## src/rtl/audio_pkg.sv

```systemverilog
// Shared types and constants for the PDM playback path.
package audio_pkg;

    localparam int PCM_W       = 16;
    localparam int OSR_DEFAULT = 125;
    localparam int FS_PCM      = 32768;

    typedef enum logic {
        IDLE = 1'b0,
        RUN  = 1'b1
    } state_t;

    // Symmetric clamp to +/-(2^(w-1)-1) so the negated limit stays representable.
    function automatic logic signed [63:0] sat_clamp(input logic signed [63:0] v, input int w);
        logic signed [63:0] lim;
        lim = (64'sd1 <<< (w - 1)) - 64'sd1;
        if (v > lim)
            return lim;
        if (v < -lim)
            return -lim;
        return v;
    endfunction

endpackage

```

## src/rtl/audio_sdm2.sv

```systemverilog
// Second-order sigma-delta modulator with saturating integrators.
module audio_sdm2
    import audio_pkg::*;
#(
    parameter int OSR = OSR_DEFAULT,
    parameter int W   = 28
) (
    input  logic                clk,
    input  logic                rst_n,
    input  logic                stb,
    input  logic                clr,
    input  logic signed [W-1:0] x,
    output logic                pdm
);

    localparam logic signed [W-1:0] FS = W'(FS_PCM * OSR);

    logic signed [W-1:0] i1_reg;
    logic signed [W-1:0] i2_reg;
    logic signed [W-1:0] fb;
    logic signed [W-1:0] i1_next;
    logic signed [W-1:0] i2_next;
    logic                pdm_reg;

    // The second integrator takes the freshly updated first integrator, which
    // places both NTF poles at the origin: NTF = (1 - z^-1)^2.
    always_comb begin
        fb      = pdm_reg ? FS : -FS;
        i1_next = W'(sat_clamp(64'(i1_reg) + 64'(x) - 64'(fb), W));
        i2_next = W'(sat_clamp(64'(i2_reg) + 64'(i1_next) - 64'(fb), W));
    end

    always_ff @(posedge clk or negedge rst_n) begin
        if (!rst_n) begin
            i1_reg  <= '0;
            i2_reg  <= '0;
            pdm_reg <= 1'b0;
        end else if (stb) begin
            if (clr) begin
                // Cleared loop emits an alternating pattern: zero-mean silence.
                i1_reg  <= '0;
                i2_reg  <= '0;
                pdm_reg <= ~pdm_reg;
            end else begin
                i1_reg  <= i1_next;
                i2_reg  <= i2_next;
                pdm_reg <= ~i2_next[W-1];
            end
        end
    end

    assign pdm = pdm_reg;

endmodule

```

## src/rtl/audio_pdm_tx.sv

```systemverilog
// PDM transmitter: one-entry PCM buffer, linear interpolator and run/idle
// control in front of the second-order modulator.
module audio_pdm_tx
    import audio_pkg::*;
#(
    parameter int OSR = OSR_DEFAULT,
    parameter int W   = 28
) (
    input  logic                    clk,
    input  logic                    rst_n,
    input  logic                    stb_sample,
    input  logic                    stb_pcm,
    input  logic                    enable,
    input  logic signed [PCM_W-1:0] pcm_in,
    input  logic                    pcm_valid,
    output logic                    pcm_ready,
    output logic                    pdm_out,
    output logic                    underrun
);

    localparam int KW = $clog2(OSR);

    state_t                  state_reg;
    logic signed [PCM_W-1:0] buf_reg;
    logic                    buf_full_reg;
    logic signed [PCM_W-1:0] cur_reg;
    logic signed [PCM_W-1:0] tgt_reg;
    logic [KW-1:0]           k_reg;
    logic                    underrun_reg;

    logic                    xfer;
    logic                    sdm_clr;
    logic signed [PCM_W:0]   delta;
    logic signed [W-1:0]     cur_ext;
    logic signed [W-1:0]     delta_ext;
    logic signed [W-1:0]     k_ext;
    logic signed [W-1:0]     interp;
    logic signed [W-1:0]     mod_x;

    assign xfer      = pcm_valid && !buf_full_reg;
    assign pcm_ready = !buf_full_reg;
    assign underrun  = underrun_reg;
    assign delta     = (PCM_W + 1)'(tgt_reg) - (PCM_W + 1)'(cur_reg);

    // Interpolated sample scaled by OSR; stepping k by one adds delta/OSR
    // of a PCM step, so no divider is needed.
    always_comb begin
        cur_ext   = W'(cur_reg);
        delta_ext = W'(delta);
        k_ext     = W'(k_reg);
        interp    = cur_ext * W'(OSR) + k_ext * delta_ext;
        mod_x     = interp >>> 1;
    end

    // The disabling stb_pcm already runs the modulator in cleared mode.
    assign sdm_clr = (state_reg == IDLE) || (stb_pcm && !enable);

    always_ff @(posedge clk or negedge rst_n) begin
        if (!rst_n) begin
            state_reg    <= IDLE;
            buf_reg      <= '0;
            buf_full_reg <= 1'b0;
            cur_reg      <= '0;
            tgt_reg      <= '0;
            k_reg        <= '0;
            underrun_reg <= 1'b0;
        end else begin
            underrun_reg <= 1'b0;
            if (xfer) begin
                buf_reg      <= pcm_in;
                buf_full_reg <= 1'b1;
            end
            if (state_reg == RUN && stb_sample && !stb_pcm && k_reg != KW'(OSR - 1))
                k_reg <= k_reg + KW'(1);
            // xfer needs an empty buffer and every consume below needs a full one.
            if (stb_pcm) begin
                case (state_reg)
                    IDLE: begin
                        if (enable && buf_full_reg) begin
                            state_reg    <= RUN;
                            tgt_reg      <= buf_reg;
                            cur_reg      <= '0;
                            k_reg        <= '0;
                            buf_full_reg <= 1'b0;
                        end
                    end
                    RUN: begin
                        if (!enable) begin
                            state_reg <= IDLE;
                            cur_reg   <= '0;
                            tgt_reg   <= '0;
                            k_reg     <= '0;
                        end else if (buf_full_reg) begin
                            cur_reg      <= tgt_reg;
                            tgt_reg      <= buf_reg;
                            buf_full_reg <= 1'b0;
                            k_reg        <= '0;
                        end else begin
                            cur_reg      <= tgt_reg;
                            k_reg        <= '0;
                            underrun_reg <= 1'b1;
                        end
                    end
                    default: state_reg <= IDLE;
                endcase
            end
        end
    end

    audio_sdm2 #(
        .OSR (OSR),
        .W   (W)
    ) u_sdm (
        .clk   (clk),
        .rst_n (rst_n),
        .stb   (stb_sample),
        .clr   (sdm_clr),
        .x     (mod_x),
        .pdm   (pdm_out)
    );

endmodule

```

## config.mk

```make
export PLATFORM = sky130hd
export DESIGN_NAME = audio_pdm_tx
export DESIGN_NICKNAME = d
export VERILOG_FILES = /design/src/rtl/audio_pkg.sv /design/src/rtl/audio_sdm2.sv /design/src/rtl/audio_pdm_tx.sv
export SDC_FILE = /design/constraint.sdc
export NUM_CORES = 1
export LEC_CHECK = 0
export ABC_AREA = 1
export BUFFER_PORTS_ARGS = -buffer_cell sky130_fd_sc_hd__buf_2
export CAP_MARGIN = 10
export CORE_MARGIN = 1.5
export CORE_UTILIZATION = 39
export DETAILED_ROUTE_END_ITERATION = 6
export SETUP_SLACK_MARGIN = 0.3
export SYNTH_ARGS = -nofsm -noshare
export SYNTH_HDL_FRONTEND = slang
export SYNTH_HIERARCHICAL = 1
export SYNTH_SLANG_ARGS = --single-unit
```

## constraint.sdc

```tcl
create_clock -name clk -period 28.9 [get_ports clk]
set_input_delay 2.89 -clock clk [delete_from_list [all_inputs] [get_ports clk]]
set_output_delay 2.89 -clock clk [all_outputs]
set_load 0.1 [all_outputs]
```

==> results.toml, run 1 <==
[run_status]
status = "completed"

[die]
fp.dieH_um = 230
rows = 82
die_area_mm2 = 0.0529
pin_count = 25
die_x_um = 230
core_area_mm2 = 0.0505
initial_utilization_pct = 39.8

[yosys]
async_flop_share_pct = 100
syn_nets = 3430
synthTopCellsByArea = "fa_1 22%, nand2_1 16%, inv_1 15%"
synth-warning-count = 6
yosysMostFrequentCell = "nand2_1"
avgSynthCellArea_um2 = 6.76
ys_ff_latch = 115
synth_cells = 2971
syn-cell-area_mm2 = 0.0201
ys_types = 42
synth-edff-count = 0
yosysTopAreaCell = "fa_1"
ys_top_cells_by_count = "856 x nand2_1, 814 x inv_1, 245 x nor2_1"
ys_seq_area_share_pct = 14.3
synth-main-ff-cell = "dfrtp_1"
synth_top_area_share_pct = 21.8

[cells_and_area]
n_antenna_cell = 0
syn_to_final_growth_pct = 7.39
drive_gt1_share_pct = 3.33
final_util_pct = 42.7
nets = 3445
fin_cells = 3671

[placed_design]
post-dp-hpwl_um = 44700
gp_congestion = 0.936
port-buffer-count = 24
place_inst = 3638

[clocking]
numCtsBuffers = 17
cts_max_level = 4
cts_tree = "built"
cts-root-buf = "clkbuf_16"
cts_setup_buffers = 0
cts_hold_buf = 0
cts.repair.resized = 0
clk_pin_slew_worst_paths_ns = 0.06
clockBufferDepth = 2
clock_latency_ns = 0.43
cts_sinks = 115

[setup_path]
cp.required_ns = 29.26
worstPathArrival_ns = 14.28
r2r_setup_slack_ns = 14.98
critical_path.slowest_cell = "dfrtp_1"
crit_family = "adder cells"
reg2reg_depth = 62
r2r_start = "cur_reg[15]"
worst_setup_path_end_kind = "flop"
worstPathMaxFanout = 27
cp_common_cell = "nand2_1"
start_kind = "flop"
crit_type = "flop to flop"
reg2reg_to = "u_sdm/i2_reg[9]"
slowest_delay_ns = 0.93
critical_path_buf_inv_count = 12

[global_route]
antenna_found_initial = 0
grt_pass1_wl_um = 88300
grt_pass1_vias = 17100
overflow = 0
grt_usage_pct = 20.9
grt_max_degree = 58

[timing]
max_freq_ghz = 0.0719
final.setup.tns_ns = 0
setup_violations = 0
fin_crit_ns = 13.92
slew_headroom_pct = 34.0
hold_viol_final = 0
drv_slew = 0
worst_pin_slew_ns = 0.988
fin_crit_sh_pct = 48.2
skew_ns = 0.0129
rsz0062_at_grt = "false"

[min_path]
worstHoldStart = "u_sdm/i1_reg[10]"
min_delay_path_depth = 2
hp-class = "flop to flop"
hold_end = "u_sdm/i1_reg[10]"

[run]
drv_cap = 0

[detailed_routing]
ant_nets = 0
routedWlPerCell_um = 14.4
first_pass_iters = 5
vias = 17200
initialDrtViolationCount = 1137
avgViaCountPerCell = 4.67
routed_wl_um = 52700
route.detailed.drc = 0
-- placed cells by master (no fill, tap or decap), drive strengths merged, types with 3 or more instances in the layout --
cell	instances
bufinv	4
nand3b	28
nand3	138
clkbuf	18
o21bai	4
xnor2	13
nor2	252
nor3	19
a21oi	82
inv	818
and2	5
xor2	30
buf	34
o22ai	18
or2	5
o21ai	59
nand4	26
nand2	868
clkinv	13
dfrtp	115
a21o	3
ha	218
fa	219
-- per-stage QoR --
step,hold slack [ns],cell area (um2),worst slack [ns]
6_report,0.475,21600,14.98
5_1_grt,0.495,21600,13.82
4_1_cts,0.481,21600,15.01
3_5_place_dp,0.465,21000,15.11
3_3_place_gp,0.463,21000,15.26
2_1_floorplan,0.449,20100,17.34
-- layer usage --
layer	track usage [%]	wire [um]	vias up	share of wire, %
li1	-	-	8797	-
met1	31.2	26900	7950	51
met2	32.5	22400	384	42
met3	2.75	2890	29	5.5
met4	3.51	538	0	1.0
met5	0	0	-	0
-- tightest hold or removal path, stage by stage, from the launching register on --
cell and delay, ns:
dfrtp_1 0.34, nand2_1 0.05, nand2_1 0.05
-- cell type report --
type | instances | area, um2
Tap cell | 672 | 841
Clock inverter | 14 | 186
Timing Repair Buffer | 34 | 198
Inverter | 823 | 3090
Fill cell | 5386 | 28900
Multi-Input combinational cell | 1995 | 14000
Clock buffer | 18 | 429
Sequential cell | 115 | 2880
-- worst max path at each step --
stage	startpoint	slack, ns	to	depth (start not counted)
after floorplan	cur_reg[15]	17.34	u_sdm/i2_reg[13]	67
after global placement	cur_reg[15]	15.26	u_sdm/i2_reg[24]	64
after detailed placement	cur_reg[15]	15.11	u_sdm/i2_reg[10]	62
after CTS	cur_reg[15]	15.01	u_sdm/i2_reg[9]	62
after global routing	cur_reg[15]	13.82	u_sdm/i2_reg[9]	62
final	cur_reg[15]	14.98	u_sdm/i2_reg[9]	62
-- logic make-up after synthesis --
| family | synth area share (%) |
|---|---|
| flops | 14.3 |
| simple gates | 27.4 |
| xor+xnor | 1.99 |
| fa+ha+maj | 35.4 |
| buf+inv | 16.3 |
| compound gates | 4.61 |
Power of run 1 is not shown: default switching activity piles up to over one toggle a cycle in this logic, so the estimate is an artifact.
==> run 2, diff against run 1 <==
- clock period: 28.9 -> 12.8 ns (I/O delays scaled with it)
==> results.toml, run 2 (synthesized netlist as in run 1, its figures left out) <==
[setup_path]
r2r_start = "tgt_reg[0]"
slowest_delay_ns = 0.58
cp_common_cell = "nand2_1"
start_kind = "flop"
worstPathMaxFanout = 18
crit_type = "flop to flop"
worstPathArrival_ns = 12.05
cp.required_ns = 13.11
worst_setup_path_end_kind = "flop"
critical_path.slowest_cell = "fa_1"
startpoint = "tgt_reg[0]"

[cells_and_area]
fillCellCount = 5284
nets = 3492
drive_gt1_share_pct = 9.52
n_antenna_cell = 0
syn_to_final_growth_pct = 13.3
final_util_pct = 45.1
mostFrequentLayoutCells = "819 x nand2_1, 809 x inv_1, 217 x fa_1, 211 x nor2_1, 173 x ha_1"
final_common_cell = "nand2_1"

[global_route]
overflow = 0
grt_pass1_wl_um = 87800
grt_max_degree = 67
grt_usage_pct = 20.7
grt_pass1_vias = 17000
antenna_found_initial = 0

[run]
drv_cap = 0

[detailed_routing]
avgViaCountPerCell = 4.66
routed_wl_um = 53100
vias = 17300
first_pass_iters = 5
routedWlPerCell_um = 14.3
initialDrtViolationCount = 1279
route.detailed.drc = 0
ant_nets = 0

[placed_design]
port-buffer-count = 24
post-dp-hpwl_um = 44600
dpl_worst_slack_ns = 0.465
gp_congestion = 0.923

[timing]
final.setup.tns_ns = 0
fin_crit_sh_pct = 91.7
worst_pin_slew_ns = 1.19
fin_crit_ns = 11.74
max_freq_ghz = 0.0852
rsz0062_at_grt = "false"
drv_slew = 0
setup_violations = 0
timing.final.ws_setup_ns = 1.06
slew_headroom_pct = 20.2
hold_viol_final = 0
fin_hold_ws_ns = 0.478
skew_ns = 0.0121

[die]
rows = 82
fp.dieH_um = 230
initial_utilization_pct = 39.8
pin_count = 25
core_area_mm2 = 0.0505
die_x_um = 230
die_area_mm2 = 0.0529

[clocking]
clk_pin_slew_worst_paths_ns = 0.06
cts-root-buf = "clkbuf_16"
clock_latency_ns = 0.43
cts_max_level = 4
cts_hold_buf = 0
clockBufferDepth = 2
cts_tree = "built"
numCtsBuffers = 17
cts_sinks = 115

[min_path]
worstHoldStart = "u_sdm/i2_reg[2]"
hp-class = "flop to flop"

[run_status]
status = "completed"
-- run 2: cell types whose count changed in the layout (fill, tap and decap cells not counted), moves of 15 or more --
cell,before,now
ha_2,0,15
nor2_2,7,30
ha_4,0,30
nand2_1,856,819
ha_1,218,173
buf_4,11,51
nand2_2,12,45
nor2_1,244,211
-- run 2: area by class of cell --
class                           instances  area (um2)  share of cell area, %
Tap cell                              672         841                   3.69
Clock inverter                         13         126                  0.555
Sequential cell                       115        2880                   12.7
Timing Repair Buffer                   80         614                   2.70
Inverter                              823        3090                   13.6
Multi-Input combinational cell       1996       14800                   64.9
Clock buffer                           19         443                   1.95
-- run 2: repair_timing --
item                                    CTS  global route
resized for setup                         0           185
endpoints found under the setup margin    0            29
setup buffers                             0            11
-- run 2: per-stage QoR --
step | area [um2] | instances
finish | 22800 | 3718
floorplan | 20100 | 2971
global route | 22800 | 3718
detailed placement | 21300 | 3673
global placement | 21300 | 3673
CTS | 21800 | 3705
-- run 2: per-layer routing --
| metal | vias up | GRT usage [%] | part of all wire (%) |
|---|---|---|---|
| li1 | 8902 | - | - |
| met1 | 7997 | 31.6 | 51 |
| met2 | 360 | 31.2 | 42 |
| met3 | 53 | 2.10 | 4.8 |
| met4 | 0 | 4.98 | 1.9 |
| met5 | - | 0 | 0 |
-- run 2: worst paths after layout --
check / end / slack [ns] / cells past startpoint
min in group asynchronous: k_reg[3] / 0.87 / 1
max in group asynchronous: u_sdm/pdm / 10.57 / 2
hold / removal: u_sdm/i2_reg[2] / 0.48 / 2
setup reg to reg: u_sdm/i2_reg[4] / 1.06 / 68
setup / recovery: u_sdm/i2_reg[4] / 1.06 / 68
hold reg to reg: u_sdm/i2_reg[2] / 0.48 / 2
-- run 2: worst max-delay path: cells and delay by family, from the launching register on --
kind	cells	cell delay, ns
AOI/OAI and AO/OA	1	0.34
adders and majority gates	13	5.60
buffers and inverters	12	1.07
DFF	1	0.34
and+or+nand+nor	42	4.23
Power of run 2 is left out for the same reason.
